## src/rtl/te_wta.sv

```systemverilog
// te_wta: temporal-encoding winner-take-all.
// Races CHANNELS temporally encoded lines inside a frame delimited by toggles
// of tin. Each channel's arrival cycle (counted from the first cycle after the
// frame boundary) is recorded once per frame. When the next boundary closes the
// frame, the earliest (MODE=0) or latest (MODE=1) arrival is reported with a
// one-cycle valid pulse. Ties resolve to the lowest index and raise tie.
// Optional build macro TE_WTA_TIMES_EN: when defined, the times port carries the
// latched per-channel arrival counts (2**BITS for channels that never arrived);
// otherwise times is tied to zero.
module te_wta #(
  parameter int BITS     = 3,
  parameter int CHANNELS = 4,
  parameter int MODE     = 0
) (
  input  logic                           clk,
  input  logic                           rst,
  input  logic                           tin,
  input  logic [CHANNELS-1:0]            t_in,
  output logic                           valid,
  output logic [$clog2(CHANNELS)-1:0]    win_idx,
  output logic [BITS:0]                  win_time,
  output logic                           tie,
  output logic                           none,
  output logic [CHANNELS*(BITS+1)-1:0]   times
);

  localparam int IDXW = $clog2(CHANNELS);
  localparam int TW   = BITS + 1;
  localparam logic [BITS:0] SENT = {1'b1, {BITS{1'b0}}};
  localparam logic [BITS:0] ONE  = {{BITS{1'b0}}, 1'b1};

  typedef enum logic {IDLE, RACE} state_t;

  state_t               r_state;
  state_t               w_state_nxt;
  logic                 r_tin_q;
  logic                 w_boundary;
  logic                 w_clear;
  logic                 w_latch;
  logic                 w_record;

  logic [BITS:0]        r_cnt_p0;
  logic [CHANNELS-1:0]  r_seen_p0;
  logic [BITS:0]        r_rec_p0 [CHANNELS];
  logic [CHANNELS-1:0]  w_active;
  logic [CHANNELS-1:0]  w_arrive;

  logic [IDXW-1:0]      w_best_idx;
  logic [BITS:0]        w_best_time;
  logic                 w_any;
  logic                 w_tie;
  logic                 w_hit;

  logic                 r_vld_p1;
  logic [IDXW-1:0]      r_win_idx_p1;
  logic [BITS:0]        r_win_time_p1;
  logic                 r_tie_p1;
  logic                 r_none_p1;

  // Frame counter saturates at the sentinel so late arrivals stay ignorable.
  function automatic logic [BITS:0] sat_inc(input logic [BITS:0] v);
    return (v == SENT) ? v : v + ONE;
  endfunction

  // Ordering used to pick the winner: strict, so the lowest index keeps ties.
  function automatic logic better(input logic [BITS:0] a, input logic [BITS:0] b);
    return (MODE == 0) ? (a < b) : (a > b);
  endfunction

  assign w_boundary = (tin != r_tin_q);
  assign w_active   = t_in ^ {CHANNELS{r_tin_q}};
  assign w_arrive   = w_active & ~r_seen_p0 &
                      {CHANNELS{w_record && (r_cnt_p0 != SENT)}};

  // State register and delayed frame phase.
  always_ff @(posedge clk or posedge rst) begin
    if (rst) begin
      r_state <= IDLE;
      r_tin_q <= 1'b0;
    end else begin
      r_state <= w_state_nxt;
      r_tin_q <= tin;
    end
  end

  // Next state and per-cycle control: first boundary only arms the race.
  always_comb begin
    w_state_nxt = r_state;
    w_clear     = 1'b0;
    w_latch     = 1'b0;
    w_record    = 1'b0;
    case (r_state)
      IDLE: begin
        if (w_boundary) begin
          w_state_nxt = RACE;
          w_clear     = 1'b1;
        end
      end
      RACE: begin
        if (w_boundary) begin
          w_latch = 1'b1;
          w_clear = 1'b1;
        end else begin
          w_record = 1'b1;
        end
      end
      default: w_state_nxt = IDLE;
    endcase
  end

  // ---- stage p0: per-frame arrival capture ----
  // Record the counter value for each first arrival; clear at every boundary.
  always_ff @(posedge clk or posedge rst) begin
    if (rst) begin
      r_cnt_p0  <= '0;
      r_seen_p0 <= '0;
      for (int i = 0; i < CHANNELS; i++) r_rec_p0[i] <= SENT;
    end else if (w_clear) begin
      r_cnt_p0  <= '0;
      r_seen_p0 <= '0;
      for (int i = 0; i < CHANNELS; i++) r_rec_p0[i] <= SENT;
    end else if (w_record) begin
      r_cnt_p0  <= sat_inc(r_cnt_p0);
      r_seen_p0 <= r_seen_p0 | w_arrive;
      for (int i = 0; i < CHANNELS; i++) begin
        if (w_arrive[i]) r_rec_p0[i] <= r_cnt_p0;
      end
    end
  end

  // Winner search over arrived channels, then tie detection on the best time.
  always_comb begin
    w_best_idx  = '0;
    w_best_time = SENT;
    w_any       = 1'b0;
    w_tie       = 1'b0;
    w_hit       = 1'b0;
    for (int i = 0; i < CHANNELS; i++) begin
      if (r_seen_p0[i]) begin
        if (!w_any || better(r_rec_p0[i], w_best_time)) begin
          w_best_idx  = IDXW'(i);
          w_best_time = r_rec_p0[i];
        end
        w_any = 1'b1;
      end
    end
    for (int i = 0; i < CHANNELS; i++) begin
      if (r_seen_p0[i] && (r_rec_p0[i] == w_best_time)) begin
        if (w_hit) w_tie = 1'b1;
        w_hit = 1'b1;
      end
    end
  end

  // ---- stage p1: frame result, held until the next frame closes ----
  // Latch the closing frame's result and pulse valid for one cycle.
  always_ff @(posedge clk or posedge rst) begin
    if (rst) begin
      r_vld_p1      <= 1'b0;
      r_win_idx_p1  <= '0;
      r_win_time_p1 <= '0;
      r_tie_p1      <= 1'b0;
      r_none_p1     <= 1'b0;
    end else begin
      r_vld_p1 <= w_latch;
      if (w_latch) begin
        r_win_idx_p1  <= w_best_idx;
        r_win_time_p1 <= w_best_time;
        r_tie_p1      <= w_tie;
        r_none_p1     <= ~w_any;
      end
    end
  end

`ifdef TE_WTA_TIMES_EN
  logic [CHANNELS*TW-1:0] w_times_flat;
  logic [CHANNELS*TW-1:0] r_times_p1;

  // Pack recorded times, channel 0 in the least significant field.
  always_comb begin
    w_times_flat = '0;
    for (int i = 0; i < CHANNELS; i++) w_times_flat[i*TW +: TW] = r_rec_p0[i];
  end

  // Latch per-channel times alongside the winner.
  always_ff @(posedge clk or posedge rst) begin
    if (rst)          r_times_p1 <= '0;
    else if (w_latch) r_times_p1 <= w_times_flat;
  end

  assign times = r_times_p1;
`else
  assign times = '0;
`endif

  assign valid    = r_vld_p1;
  assign win_idx  = r_win_idx_p1;
  assign win_time = r_win_time_p1;
  assign tie      = r_tie_p1;
  assign none     = r_none_p1;

endmodule

```

## config.mk

```make
export PLATFORM = sky130hd
export DESIGN_NAME = te_wta
export DESIGN_NICKNAME = d
export VERILOG_FILES = /design/src/rtl/te_wta.sv
export SDC_FILE = /design/constraint.sdc
export NUM_CORES = 1
export LEC_CHECK = 0
export CAP_MARGIN = 25
export CORE_UTILIZATION = 64
export DETAILED_ROUTE_END_ITERATION = 8
export DONT_BUFFER_PORTS = 1
export PLACE_DENSITY = 0.89
export SLEW_MARGIN = 25
export SYNTH_ARGS = -nofsm -noshare
export SYNTH_HDL_FRONTEND = slang
export SYNTH_SLANG_ARGS = --single-unit
```

## constraint.sdc

```tcl
create_clock -name clk -period 6.96 [get_ports clk]
set_clock_uncertainty 0.1 [all_clocks]
set_input_delay 1.392 -clock clk [delete_from_list [all_inputs] [get_ports clk]]
set_output_delay 1.392 -clock clk [all_outputs]
set_load 0.01 [all_outputs]
```

==> summary.txt <==
outcome - finished, final reports clean
Seq/Total Area, Yosys - 0.311
reg-to-reg slack, setup - 0.54 ns
Slew HR - 0.596
Placed Instance Area - 0.00275 sq mm
clock power share - 0.165
# Post-CTS Setup Buffers - 0
Global Route Usage Sum - 0.319
CP Max Fanout - 19
Synth Cell Area - 0.00283 sq mm
NetSw - 0.000390 W
IO Port Bufs - 0
Pwr Density - 313 mW/mm^2
post-DP HPWL - 4840 um
Finished Layout Cells - 369
die extent in x - 68.5 um
endpoints failing setup - 0
Sw Ratio - 0.439
drt pass-1 iters - 5
initial antenna violation count - 0
Comb power frac - 0.479
reg2reg path depth - 21
R2R Path End - tie
layout cell share with drive strength beyond 1 - 0.116
Period minus WS final - 6.42 ns
Worst setup SP type - register
fmax - 0.156 GHz
CTS Sinks - 35
Setup crit end - tie
MaxCap Viol Count - 0
Final Max Slew Viols - 0
initial cell density of the core - 0.688
Data required, critical path - 7.02 ns
Worst Tran Pin Value - 0.599 ns
final worst-path cycle share - 0.923
post-cts sizing count - 0
Die ar. - 0.00469 sq mm
initial drt markers - 233
dpl cells - 361
WS Path Type - reg2reg
number of global-route vias before repair - 2185
Syn Area/Cell - 8.58 sq um
largest net degree at the start of global routing - 36
hold_buf cts - 0
fraction of registers with async set/reset - 1.00
FF-to-FF Start - r_seen_p0[0]
mean number of vias per cell - 6.45
layout overhead on the synthesized area - 0.0884%
Final Hold Viols - 0
leakage - 1.24 nW
maximum clock path buffer count - 2
post-synthesis cell count - 330
nets - 334
number of flops mapped to enable cells by yosys - 0
Core ar. - 0.00412 sq mm
routed vias - 2379
Synth cell types - 67
DRC errors left - 0
Hold Path Class - reg2reg
first-pass GRT wire length - 10600 um
routability cong. - 1.04
CP endpoint kind - register
IO Count - 32
GRT Residual Overflow - 0
TritonCTS clock tree - yes
finished layout cell area - 0.00283 sq mm
TritonCTS buffer count - 5
DIE HEIGHT - 68.5 um
Clock Pin Slew Worst Setup and Hold Paths - 0.08 ns
root buf cell - clkbuf_8
Flop pwr share - 0.356
DR WL/cell - 17.7 um
worst vdd ir - 0.000243 V
post-synthesis register bit count - 35
CTS HTree Levels - 2
# rows - 23
Antenna Nets Post-Route - 0
CP Launch Point - r_seen_p0[0]
top_reg_cell synth - dfrtp_1
CP Data Arrival Time - 6.48 ns
final wirelength - 6540 um
Internal - 0.000498 W
RSZ-0062 raised after global routing - no
synth warn - 0
setup TNS - 0 ns
Worst-Skew Late Latency - 0.30 ns
# diodes - 0
==> cell usage after synthesis, drive strengths merged (3+ instances only) <==
master	instances	share of area
a2111oi	5	0.029
a211o	4	0.013
a211oi	5	0.017
a21o	3	0.0080
a21oi	21	0.037
a31oi	7	0.015
buf	24	0.064
clkbuf	15	0.021
dfrtp	31	0.27
dfstp	4	0.037
ha	9	0.040
inv	16	0.021
mux2	4	0.019
mux2i	4	0.015
nand2	27	0.036
nand2b	4	0.0088
nand3	17	0.030
nor2	24	0.032
nor2b	6	0.013
nor3	6	0.012
o211ai	5	0.025
o21a	3	0.0084
o21ai	25	0.044
or3	7	0.015
xnor2	16	0.049
xor2	3	0.0093
==> worst min path at each step <==
| stage | slack, ns | depth (start not counted) | start | to |
|---|---|---|---|---|
| 2_1_floorplan | 0.36 | 2 | r_state | r_state |
| 3_3_place_gp | 0.38 | 2 | r_state | r_state |
| 3_5_place_dp | 0.39 | 2 | r_state | r_state |
| 4_1_cts | 0.41 | 2 | r_state | r_state |
| 5_1_grt | 0.43 | 2 | r_state | r_state |
| 6_report | 0.42 | 2 | r_state | r_state |
==> metal layers <==
metal / up-vias / wire, um / GRT usage
met1: 1115 / 2820 / 0.426
met4: 0 / 193 / 0.133
met5: - / 0 / 0
met3: 19 / 550 / 0.0789
met2: 112 / 2980 / 0.491
li1: 1133 / - / -
==> worst max-delay path, stage by stage, from the launching register on <==
cell,delay (ns)
dfrtp_1,0.67
nor2b_1,0.34
ha_1,0.28
o211ai_2,0.18
o2111a_1,0.31
a211o_2,0.29
ha_1,0.30
inv_1,0.04
a211oi_1,0.14
or4b_4,0.52
o211ai_4,0.37
mux2i_1,0.49
ha_1,0.24
a21o_1,0.11
a21oi_1,0.06
o21ai_0,0.36
a211o_1,0.40
mux2_4,0.36
xnor2_1,0.19
a211oi_2,0.06
a2111oi_0,0.40
nor3_1,0.09
==> metrics by stage <==
step / utilization / setup WS (ns) / hold WS, ns / power [W]
6_report: 0.689 / 0.539 / 0.418 / 0.000888
5_1_grt: 0.689 / 0.163 / 0.430 / 0.000949
4_1_cts: 0.689 / 0.615 / 0.406 / 0.000884
3_5_place_dp: 0.668 / 0.649 / 0.385 / 0.000736
3_3_place_gp: 0.668 / 0.764 / 0.383 / 0.000729
2_1_floorplan: - / 1.19 / 0.362 / 0.000668
==> cells by family after synthesis <==
kind of cell | count (synthesis) | share of synthesized area
other | 1 | 0.00132
AOI/OAI and AO/OA | 95 | 0.251
and+or+nand+nor | 107 | 0.194
xor gates and xnor gates | 19 | 0.0588
muxes | 8 | 0.0340
buffers and inverters | 55 | 0.106
DFF | 35 | 0.311
adders and majority gates | 10 | 0.0433
==> final cells by class <==
type,count,area [sq um]
Timing Repair Buffer,5,37.5
Tap cell,50,62.6
Sequential cell,35,881
Clock buffer,6,72.6
Inverter,16,60.1
Clock inverter,2,13.8
Fill cell,337,1280
Multi-Input combinational cell,255,1710
==> flip-flops by register name, indices dropped and copies added (netlist names) <==
register	cells
win_time	4
valid	1
r_cnt_p0	4
r_seen_p0	4
r_rec_p0	16
r_state	1
tie	1
r_tin_q	1
win_idx	2
none	1
==> placed cells by master, fill, tap and decap left out, types with 3 or more instances in the layout <==
master / n
a2111oi_0: 3
nor2_1: 24
conb_1: 16
dfstp_2: 4
nand2_1: 27
buf_4: 5
a31oi_1: 7
nor3_1: 5
nor2b_1: 6
or3_1: 7
ha_1: 9
a21o_1: 3
a21oi_1: 21
xor2_1: 3
nand3_1: 17
dfrtp_1: 31
a211o_1: 3
a211oi_1: 3
inv_1: 16
clkbuf_8: 5
nand2b_1: 4
xnor2_1: 16
o21ai_0: 25
mux2i_1: 3
==> power by group through the flow <==
stage / combinational (W) / clock (W) / sequential [W]
floorplan: 0.000387 / 0 / 0.000281
finish: 0.000426 / 0.000147 / 0.000316
global route: 0.000469 / 0.000157 / 0.000323
CTS: 0.000420 / 0.000150 / 0.000314
detailed placement: 0.000418 / 0 / 0.000318
global placement: 0.000412 / 0 / 0.000317
Note: power is estimated with default switching activity, not from simulation.
